[src/rtl/apb_slave_responder.sv]
// APB completer: R/W register bank, read-only transfer counter, WAIT_STATES wait cycles, error response.
// Define APB_SLAVE_PSTRB_EN to add the pstrb port and byte-masked writes.
module apb_slave_responder #(
    parameter int ADDR_WIDTH  = 16,
    parameter int DATA_WIDTH  = 32,
    parameter int NUM_REGS    = 16,
    parameter int WAIT_STATES = 1
) (
    input  logic                    pclk,
    input  logic                    presetn,
    input  logic                    psel,
    input  logic                    penable,
    input  logic                    pwrite,
    input  logic [ADDR_WIDTH-1:0]   paddr,
    input  logic [DATA_WIDTH-1:0]   pwdata,
`ifdef APB_SLAVE_PSTRB_EN
    input  logic [DATA_WIDTH/8-1:0] pstrb,
`endif
    output logic                    pready,
    output logic [DATA_WIDTH-1:0]   prdata,
    output logic                    pslverr
);

    localparam int            IW       = ADDR_WIDTH - 2;
    localparam int            SW       = DATA_WIDTH / 8;
    localparam logic [IW-1:0] CNT_IDX  = IW'(NUM_REGS - 1);
    localparam logic [IW-1:0] NREG_IDX = IW'(NUM_REGS);
    localparam logic [3:0]    WS_LOAD  = 4'(WAIT_STATES);

    typedef enum logic [1:0] {ST_IDLE = 2'd0, ST_SETUP = 2'd1, ST_ACCESS = 2'd2} state_t;

    function automatic logic [DATA_WIDTH-1:0] merge_bytes(input logic [DATA_WIDTH-1:0] old_v,
                                                          input logic [DATA_WIDTH-1:0] new_v,
                                                          input logic [SW-1:0]         strb_v);
        logic [DATA_WIDTH-1:0] res;
        res = old_v;
        for (int b = 0; b < SW; b++) begin
            if (strb_v[b]) res[8*b +: 8] = new_v[8*b +: 8];
            else           res[8*b +: 8] = old_v[8*b +: 8];
        end
        return res;
    endfunction

    state_t                state_r, state_nxt_s, phase_s;
    logic [3:0]            wait_r, wait_nxt_s;
    logic [IW-1:0]         idx_r, live_idx_s, rsp_idx_s;
    logic                  write_r, err_r, live_err_s, rsp_write_s, rsp_err_s;
    logic [DATA_WIDTH-1:0] wdata_r, rd_data_s, xfer_cnt_r;
    logic [SW-1:0]         strb_r, strb_live_s;
    logic                  setup_s, done_s, commit_s, pready_nxt_s;
    logic [DATA_WIDTH-1:0] regs_r [NUM_REGS-1];

`ifdef APB_SLAVE_PSTRB_EN
    assign strb_live_s = pstrb;
`else
    assign strb_live_s = {SW{1'b1}};
`endif

    assign live_idx_s = paddr[ADDR_WIDTH-1:2];
    assign live_err_s = (paddr[1:0] != 2'b00) || (live_idx_s >= NREG_IDX) || (pwrite && (live_idx_s == CNT_IDX));
    // pready is high only in the completion cycle, so it doubles as the "done" marker in ACCESS
    assign done_s     = (state_r == ST_ACCESS) && pready;
    assign setup_s    = psel && !penable && ((state_r == ST_IDLE) || done_s);
    assign commit_s   = done_s && !err_r;

    // Effective phase: a bus setup cycle is decoded live so completion can be registered in time
    always_comb begin
        phase_s = state_r;
        if (setup_s) phase_s = ST_SETUP;
        else         phase_s = state_r;
    end

    // Next-state, wait counter and completion decision
    always_comb begin
        state_nxt_s  = state_r;
        wait_nxt_s   = wait_r;
        pready_nxt_s = 1'b0;
        case (phase_s)
            ST_SETUP: begin
                state_nxt_s  = ST_ACCESS;
                wait_nxt_s   = WS_LOAD;
                pready_nxt_s = (WS_LOAD == 4'd0);
            end
            ST_ACCESS: begin
                if (pready) begin
                    state_nxt_s = ST_IDLE;
                end else if (psel && penable) begin
                    wait_nxt_s   = wait_r - 4'd1;
                    pready_nxt_s = (wait_r == 4'd1);
                end else begin
                    state_nxt_s = ST_IDLE;
                end
            end
            ST_IDLE:  state_nxt_s = ST_IDLE;
            default:  state_nxt_s = ST_IDLE;
        endcase
    end

    // Response attributes: live bus for a zero-wait completion, captured copy otherwise
    always_comb begin
        rsp_idx_s   = idx_r;
        rsp_write_s = write_r;
        rsp_err_s   = err_r;
        if (setup_s) begin
            rsp_idx_s   = live_idx_s;
            rsp_write_s = pwrite;
            rsp_err_s   = live_err_s;
        end else begin
            rsp_idx_s   = idx_r;
            rsp_write_s = write_r;
            rsp_err_s   = err_r;
        end
    end

    // Read mux, forwarding a commit landing on the same edge
    always_comb begin
        rd_data_s = '0;
        if (rsp_idx_s == CNT_IDX) begin
            rd_data_s = xfer_cnt_r + DATA_WIDTH'(commit_s);
        end else begin
            for (int i = 0; i < NUM_REGS - 1; i++) begin
                if (rsp_idx_s == IW'(i)) begin
                    if (commit_s && write_r && (idx_r == IW'(i))) rd_data_s = merge_bytes(regs_r[i], wdata_r, strb_r);
                    else                                          rd_data_s = regs_r[i];
                end else begin
                    rd_data_s = rd_data_s;
                end
            end
        end
    end

    // FSM state and wait counter
    always_ff @(posedge pclk or negedge presetn) begin
        if (!presetn) begin
            state_r <= ST_IDLE;
            wait_r  <= 4'd0;
        end else begin
            state_r <= state_nxt_s;
            wait_r  <= wait_nxt_s;
        end
    end

    // Registered response outputs, zero outside the completion cycle
    always_ff @(posedge pclk or negedge presetn) begin
        if (!presetn) begin
            pready  <= 1'b0;
            prdata  <= '0;
            pslverr <= 1'b0;
        end else begin
            pready  <= pready_nxt_s;
            prdata  <= (pready_nxt_s && !rsp_err_s && !rsp_write_s) ? rd_data_s : '0;
            pslverr <= pready_nxt_s && rsp_err_s;
        end
    end

    // Transfer capture in the setup cycle
    always_ff @(posedge pclk or negedge presetn) begin
        if (!presetn) begin
            idx_r   <= '0;
            write_r <= 1'b0;
            err_r   <= 1'b0;
            wdata_r <= '0;
            strb_r  <= '0;
        end else if (setup_s) begin
            idx_r   <= live_idx_s;
            write_r <= pwrite;
            err_r   <= live_err_s;
            wdata_r <= pwdata;
            strb_r  <= strb_live_s;
        end
    end

    // Register bank and transfer counter commit on the edge ending completion
    always_ff @(posedge pclk or negedge presetn) begin
        if (!presetn) begin
            for (int i = 0; i < NUM_REGS - 1; i++) regs_r[i] <= '0;
            xfer_cnt_r <= '0;
        end else begin
            for (int i = 0; i < NUM_REGS - 1; i++) begin
                if (commit_s && write_r && (idx_r == IW'(i))) regs_r[i] <= merge_bytes(regs_r[i], wdata_r, strb_r);
            end
            if (commit_s) xfer_cnt_r <= xfer_cnt_r + {{(DATA_WIDTH-1){1'b0}}, 1'b1};
        end
    end

endmodule

[config.mk]
export PLATFORM = sky130hd
export DESIGN_NAME = apb_slave_responder
export DESIGN_NICKNAME = d
export VERILOG_FILES = /design/src/rtl/apb_slave_responder.sv
export SDC_FILE = /design/constraint.sdc
export NUM_CORES = 1
export LEC_CHECK = 0
export BUFFER_PORTS_ARGS = -buffer_cell sky130_fd_sc_hd__buf_2
export CAP_MARGIN = 0
export CELL_PAD_IN_SITES_DETAIL_PLACEMENT = 0
export CELL_PAD_IN_SITES_GLOBAL_PLACEMENT = 2
export CORE_ASPECT_RATIO = 0.9
export CORE_MARGIN = 4
export CORE_UTILIZATION = 43
export CTS_CLUSTER_SIZE = 24
export DETAILED_ROUTE_END_ITERATION = 10
export PLACE_DENSITY = 0.95
export SLEW_MARGIN = 20
export SYNTH_ARGS = -nofsm -noshare
export SYNTH_HDL_FRONTEND = slang
export SYNTH_SLANG_ARGS = --single-unit
[constraint.sdc]
create_clock -name pclk -period 4 [get_ports pclk]
set_input_delay 0.8 -clock pclk [delete_from_list [all_inputs] [get_ports pclk]]
set_output_delay 0.8 -clock pclk [all_outputs]
set_load 0.03 [all_outputs]
==> flow_summary_export.csv, run 1 <==
group,metric,value,unit
yosys,synth_edf_count,0,
sta,fmax,267,MHz
power_and_ir_drop,power.leakage,17.2,nW
power_and_ir_drop,ir_drop,376,uV
yosys,synth-main-ff-cell,"dfrtp_1",
sta,drv_slew,0,
clock_network,holdBufCountCts,0,
global_routing,grt_usage,0.259,
clock_network,cts-root-buf,"clkbuf_16",
yosys,syn_avg_cell_area,9.22,um^2
floorplan,initial_utilization,0.433,
placed_design,dpl.cell_count,3930,
worst_setup_path,critPathTopFamily,"simple AND/OR/NAND/NOR gates",
yosys,syn_area,0.0284,mm^2
worst_setup_path,cp_max_fo,18,
sta,period_minus_slack,3750,ps
detailed_routing,vias,23200,
global_routing,grt_pass1_vias,23500,
worst_setup_path,start_kind,"register",
clock_network,h-tree-depth,3,
floorplan,rows,89,
floorplan,ios,87,
clock_network,cts_tree,"yes",
power_and_ir_drop,power,0.0137,W
job,cap_viol_max_count,0,
global_routing,grt_overflow_total,0,
yosys,synth_top_area_share,0.529,
global_routing,grt_max_degree,103,
sta,rsz0062_at_grt,"false",
clock_network,clock_sinks,600,
placed_design,post-dp-hpwl,65000,um
sta,whs,272,ps
sta,worstMarginPinSlew,1040,ps
placed_design,io_buffers,86,
worst_setup_path,cp_data_arrival_time,4300,ps
clock_network,post_cts_buffers,0,
global_routing,grt_pass1_wl,141000,um
yosys,async_flop_share,1.00,
detailed_routing,drt-initial-drc-count,2398,
yosys,yosysMostFrequentCell,"nand2_1",
layout,multi_input_area,0.0121,mm^2
yosys,synth_area_leader_cell,"dfrtp_1",
placed_design,gp_congestion,0.917,
worst_setup_path,crit_path_end_kind,"register",
layout,register_area,0.0150,mm^2
floorplan,coreArea,0.0655,mm^2
clock_network,cts_made_buffers,66,
yosys,synth_common_cells,"nand2_1 (1191), dfrtp_1 (600), clkbuf_1 (125)",
worst_setup_path,slowest_stage,"o41ai_1",
yosys,synth.distinct_cells,93,
worst_setup_path,crit_cells,11,
clock_network,path_clk_slew,60,ps
clock_network,clock_latency,610,ps
power_and_ir_drop,power.density,422,mW/mm^2
worst_setup_path,slowest_delay,690,ps
detailed_routing,wl_per_cell,22.5,um
layout,instances_no_fill,4048,
global_routing,antenna_found_initial,1,
worst_setup_path,crit_required,4550,ps
floorplan,die_x,279,um
worst_setup_path,r2r_cells,11,
yosys,synth.top_cells.by_area,"dfrtp_1 (53%), nand2_1 (16%), mux2_2 (4.6%), clkbuf_1 (1.7%), mux2i_1 (1.5%)",
run_status,status,"finished clean",
sta,tns,0,ps
detailed_routing,vias_per_cell,5.73,
sta,period_share,0.938,
yosys,ys_ff_latch,600,
detailed_routing,detail-route-antenna-nets,0,
layout,drive_gt1_frac,0.161,
sta,setup_ws,248,ps
placed_design,place_ws,90.7,ps
detailed_routing,firstDrtPassIters,7,
yosys,synthCells,3077,
worst_setup_path,r2r_slack,250,ps
sta,finClkSkew,19.3,ps
worst_setup_path,crit_chain,"nor4_4 > nand4_2 > buf_4 > nor3_4 > buf_4 > nand2_1 > nand2_1 > a211oi_1 > and3_1 > o41ai_1 > o211a_1",
clock_network,cts-resized-gates,0,
yosys,ys_seq_area_frac,0.529,
detailed_routing,drt_wl_total,91300,um
clock_network,clock_path_buffers,3,
floorplan,fp.dieH,252,um
detailed_routing,drc,0,
sta,hold_viol,0,
layout,final.fill_count,6064,
worst_setup_path,crit_buf_inv,2,
min_path,min_path_type,"input pin to async pin",
floorplan,dieArea,0.0702,mm^2
layout,syn2layout_area_growth,14.2,%
worst_setup_path,crit_type,"register to register",
layout,layout.nets,3192,
yosys,syn_nets,3135,
sta,slew_headroom,0.306,
yosys,ys_warn_count,0,
sta,setup_violations,0,
## where the power goes
| part | switching (W) | internal (W) |
|---|---|---|
| combinational | 0.000555 | 0.000242 |
| clock | 0.00254 | 0.00378 |
| sequential | 0.000412 | 0.00615 |
## worst reg2reg max path, cell delays in order (launching register included)
cell,delay [ps]
dfrtp_1,400
nor4_4,430
nand4_2,320
buf_4,300
nor3_4,470
buf_4,370
nand2_1,90
nand2_1,100
a211oi_1,70
and3_1,190
o41ai_1,690
o211a_1,250
## final cells by class
type,instances,area share
sequential,600,0.463
multi-input combinational,2185,0.374
clock buffer,87,0.0594
timing repair buffer,230,0.0543
tap,864,0.0333
clock inverter,30,0.0101
inverter,51,0.00591
antenna,1,0.0000772
## path summary, 6_finish.rpt
path	from	end
max	idx_r[9]$_DFF_PN0_	prdata[20]$_DFF_PN0_
min	presetn	regs_r[12]$_DFF_PN0_
max reg2reg	idx_r[9]$_DFF_PN0_	prdata[20]$_DFF_PN0_
min reg2reg	regs_r[310]$_DFF_PN0_	regs_r[310]$_DFF_PN0_
max in group asynchronous	presetn	regs_r[374]$_DFF_PN0_
min in group pclk	pwdata[3]	wdata_r[3]$_DFFE_PN0N_
## routing by layer
metal,global-route usage,up-vias,wire length (um)
li1,-,10500,-
met2,0.412,876,42200
met3,0.0574,235,6410
met5,0,-,0
met4,0.111,0,4250
met1,0.346,11500,38400
## layout by cell type, fill, tap and decap left out, types with 15 or more instances in the layout
cell | netlist | final
nand2_1 | 1191 | 1191
dfrtp_1 | 600 | 600
buf_4 | 18 | 125
mux2_2 | 115 | 115
nor2_1 | 87 | 86
buf_2 | 79 | 85
o21ai_0 | 78 | 78
nand3_1 | 70 | 70
clkbuf_16 | 0 | 69
a21oi_1 | 68 | 67
inv_1 | 48 | 48
mux2i_1 | 43 | 43
a31oi_1 | 37 | 37
xor2_1 | 36 | 36
o221ai_1 | 34 | 34
o22ai_1 | 29 | 29
xnor2_1 | 28 | 28
a221oi_1 | 27 | 27
and3_1 | 23 | 23
buf_12 | 0 | 19
clkinv_2 | 0 | 16
nand4_1 | 15 | 15
a221o_1 | 15 | 15
## registers in the layout (all words and copies together), names as in the netlist
| signal | count |
|---|---|
| prdata | 32 |
| state_r | 1 |
| err_r | 1 |
| regs_r | 480 |
| pready | 1 |
| wdata_r | 32 |
| write_r | 1 |
| xfer_cnt_r | 32 |
| idx_r | 14 |
| strb_r | 1 |
| wait_r | 4 |
| pslverr | 1 |
## per-stage QoR
step / instance area [um^2] / utilization
3_3_place_gp: 30200 / 0.461
5_1_grt: 32400 / 0.495
6_report: 32400 / 0.495
2_1_floorplan: 28400 / -
3_5_place_dp: 30200 / 0.461
4_1_cts: 32400 / 0.495
## kinds of logic (layout without fill, tap and decap cells)
logic type,Yosys count,count (layout),synth area share
compound gates,464,464,0.120
xor+xnor,64,64,0.0198
fa+ha+maj,5,5,0.00220
buf+inv,292,398,0.0461
flops,600,600,0.529
mux,170,170,0.0666
other cells,0,1,0
simple gates,1482,1482,0.217
(Power assumes the default switching activity.)
==> run 2, diff against run 1 <==
==> constraint.sdc (replaced) <==
create_clock -name pclk -period 4.5 [get_ports pclk]
set_input_delay 0.9 -clock pclk [delete_from_list [all_inputs] [get_ports pclk]]
set_output_delay 0.9 -clock pclk [all_outputs]
set_load 0.03 [all_outputs]
==> flow_summary_export.csv, run 2 (synthesis results as in run 1) <==
group,metric,value,unit
sta,period_share,0.844,
global_routing,grtUsageMet1,0.358,
global_routing,grt_max_degree,111,
worst_setup_path,start_kind,"register",
floorplan,coreArea,0.0655,mm^2
clock_network,holdBufCountCts,0,
sta,setup_violations,0,
sta,finClkSkew,21.2,ps
job,cap_viol_max_count,0,
min_path,min_path_type,"input pin to async pin",
clock_network,path_clk_slew,60,ps
clock_network,cts-resized-gates,0,
sta,hold_viol,0,
floorplan,die_x,279,um
clock_network,clock_latency,610,ps
detailed_routing,firstDrtPassIters,6,
worst_setup_path,crit_required,5030,ps
floorplan,fp.dieH,252,um
power_and_ir_drop,power.density,380,mW/mm^2
sta,tns,0,ps
worst_setup_path,cp_data_arrival_time,4330,ps
sta,worstMarginPinSlew,983,ps
power_and_ir_drop,power,0.0122,W
clock_network,clock_sinks,600,
clock_network,cts_tree,"yes",
run_status,status,"finished clean",
sta,slew_headroom,0.342,
layout,n_antenna_cell,0,
clock_network,cts_made_buffers,68,
global_routing,grt_usage,0.264,
placed_design,gp_congestion,0.896,
clock_network,h-tree-depth,3,
global_routing,grt_overflow_total,0,
clock_network,clock_path_buffers,3,
detailed_routing,drc,0,
layout,top_register,"regs_r",
worst_setup_path,cp_max_fo,15,
layout,syn2layout_area_growth,13.2,%
global_routing,use_met3,0.0424,
detailed_routing,wl_per_cell,23.1,um
floorplan,ios,87,
detailed_routing,drt_wl_total,93100,um
detailed_routing,vias,23400,
floorplan,initial_utilization,0.433,
clock_network,post_cts_buffers,0,
sta,period_minus_slack,3800,ps
layout,layout.nets,3171,
floorplan,rows,89,
global_routing,met2_usage,0.430,
detailed_routing,vias_per_cell,5.80,
layout,largest_register_ffs,480,
global_routing,grt_pass1_vias,23400,
layout,drive_gt1_frac,0.152,
global_routing,antenna_found_initial,1,
sta,rsz0062_at_grt,"false",
worst_setup_path,crit_path_end_kind,"register",
layout,most-common-layout-cells,"nand2_1 (1191), dfrtp_1 (600), mux2_2 (115)",
global_routing,busiest_layer,"met2",
clock_network,cts-root-buf,"clkbuf_16",
sta,fmax,263,MHz
global_routing,grt_pass1_wl,143000,um
layout,final_util,0.491,
worst_setup_path,crit_type,"register to register",
sta,drv_slew,0,
worst_setup_path,r2r_start,"idx_r[9]$_DFF_PN0_",
sta,whs,420,ps
floorplan,dieArea,0.0702,mm^2
layout,mostFrequentLayoutCell,"nand2_1",
detailed_routing,drt-initial-drc-count,2365,
power_and_ir_drop,power.leakage,17.0,nW
detailed_routing,detail-route-antenna-nets,0,
placed_design,post-dp-hpwl,65300,um
placed_design,io_buffers,86,
power_and_ir_drop,ir_drop,312,uV
worst_setup_path,startpoint,"idx_r[9]$_DFF_PN0_",
==> run 2: worst max-delay path, cell delays in order (launching register included) <==
cell and delay [ps]:
dfrtp_1 400, nor4_4 430, and4_1 420, buf_4 290, and2_1 560, buf_4 270, nand2_1 70, a31oi_1 260
o221ai_1 190, o2111a_1 180, o41ai_1 340, buf_4 180, a32o_1 110
==> run 2: layout make-up <==
class	count	area, um^2
Clock inverter	15	210
Sequential cell	600	15000
Multi-Input combinational cell	2185	12100
Clock buffer	104	2070
Fill cell	6061	33300
Inverter	51	191
Tap cell	864	1080
Timing Repair Buffer	207	1450
==> run 2: path summary, 6_finish.rpt <==
check,endpoint,slack (ps),cells after the start
worst max-delay path,prdata[1]$_DFF_PN0_,700,12
max in group asynchronous,wdata_r[16]$_DFFE_PN0N_,2930,2
min in group pclk,regs_r[51]$_DFF_PN0_,460,2
worst max register to register,prdata[1]$_DFF_PN0_,700,12
worst min register to register,regs_r[51]$_DFF_PN0_,460,2
worst min-delay path,regs_r[133]$_DFF_PN0_,420,1
==> run 2: power breakdown <==
group	switching (W)	internal (W)	total, W	leakage, nW
clock	0.00226	0.00345	0.00571	1.12
sequential	0.000356	0.00547	0.00582	8.30
combinational	0.000494	0.000194	0.000687	7.59
==> run 2: layer usage <==
| metal | routed length [um] | part of all wire | vias to the layer above |
|---|---|---|---|
| li1 | - | - | 10500 |
| met1 | 39400 | 0.42 | 11700 |
| met2 | 44300 | 0.48 | 927 |
| met3 | 5780 | 0.062 | 200 |
| met4 | 3620 | 0.039 | 2 |
| met5 | 13 | 0.00014 | - |
==> run 2: metrics by stage <==
stage	setup WS [ps]	instance area [um^2]	cells
after global routing	581	32100	4026
final	701	32100	4026
after global placement	380	29900	3907
after floorplan	1360	28400	3077
after CTS	751	32100	4026
after detailed placement	337	29900	3907
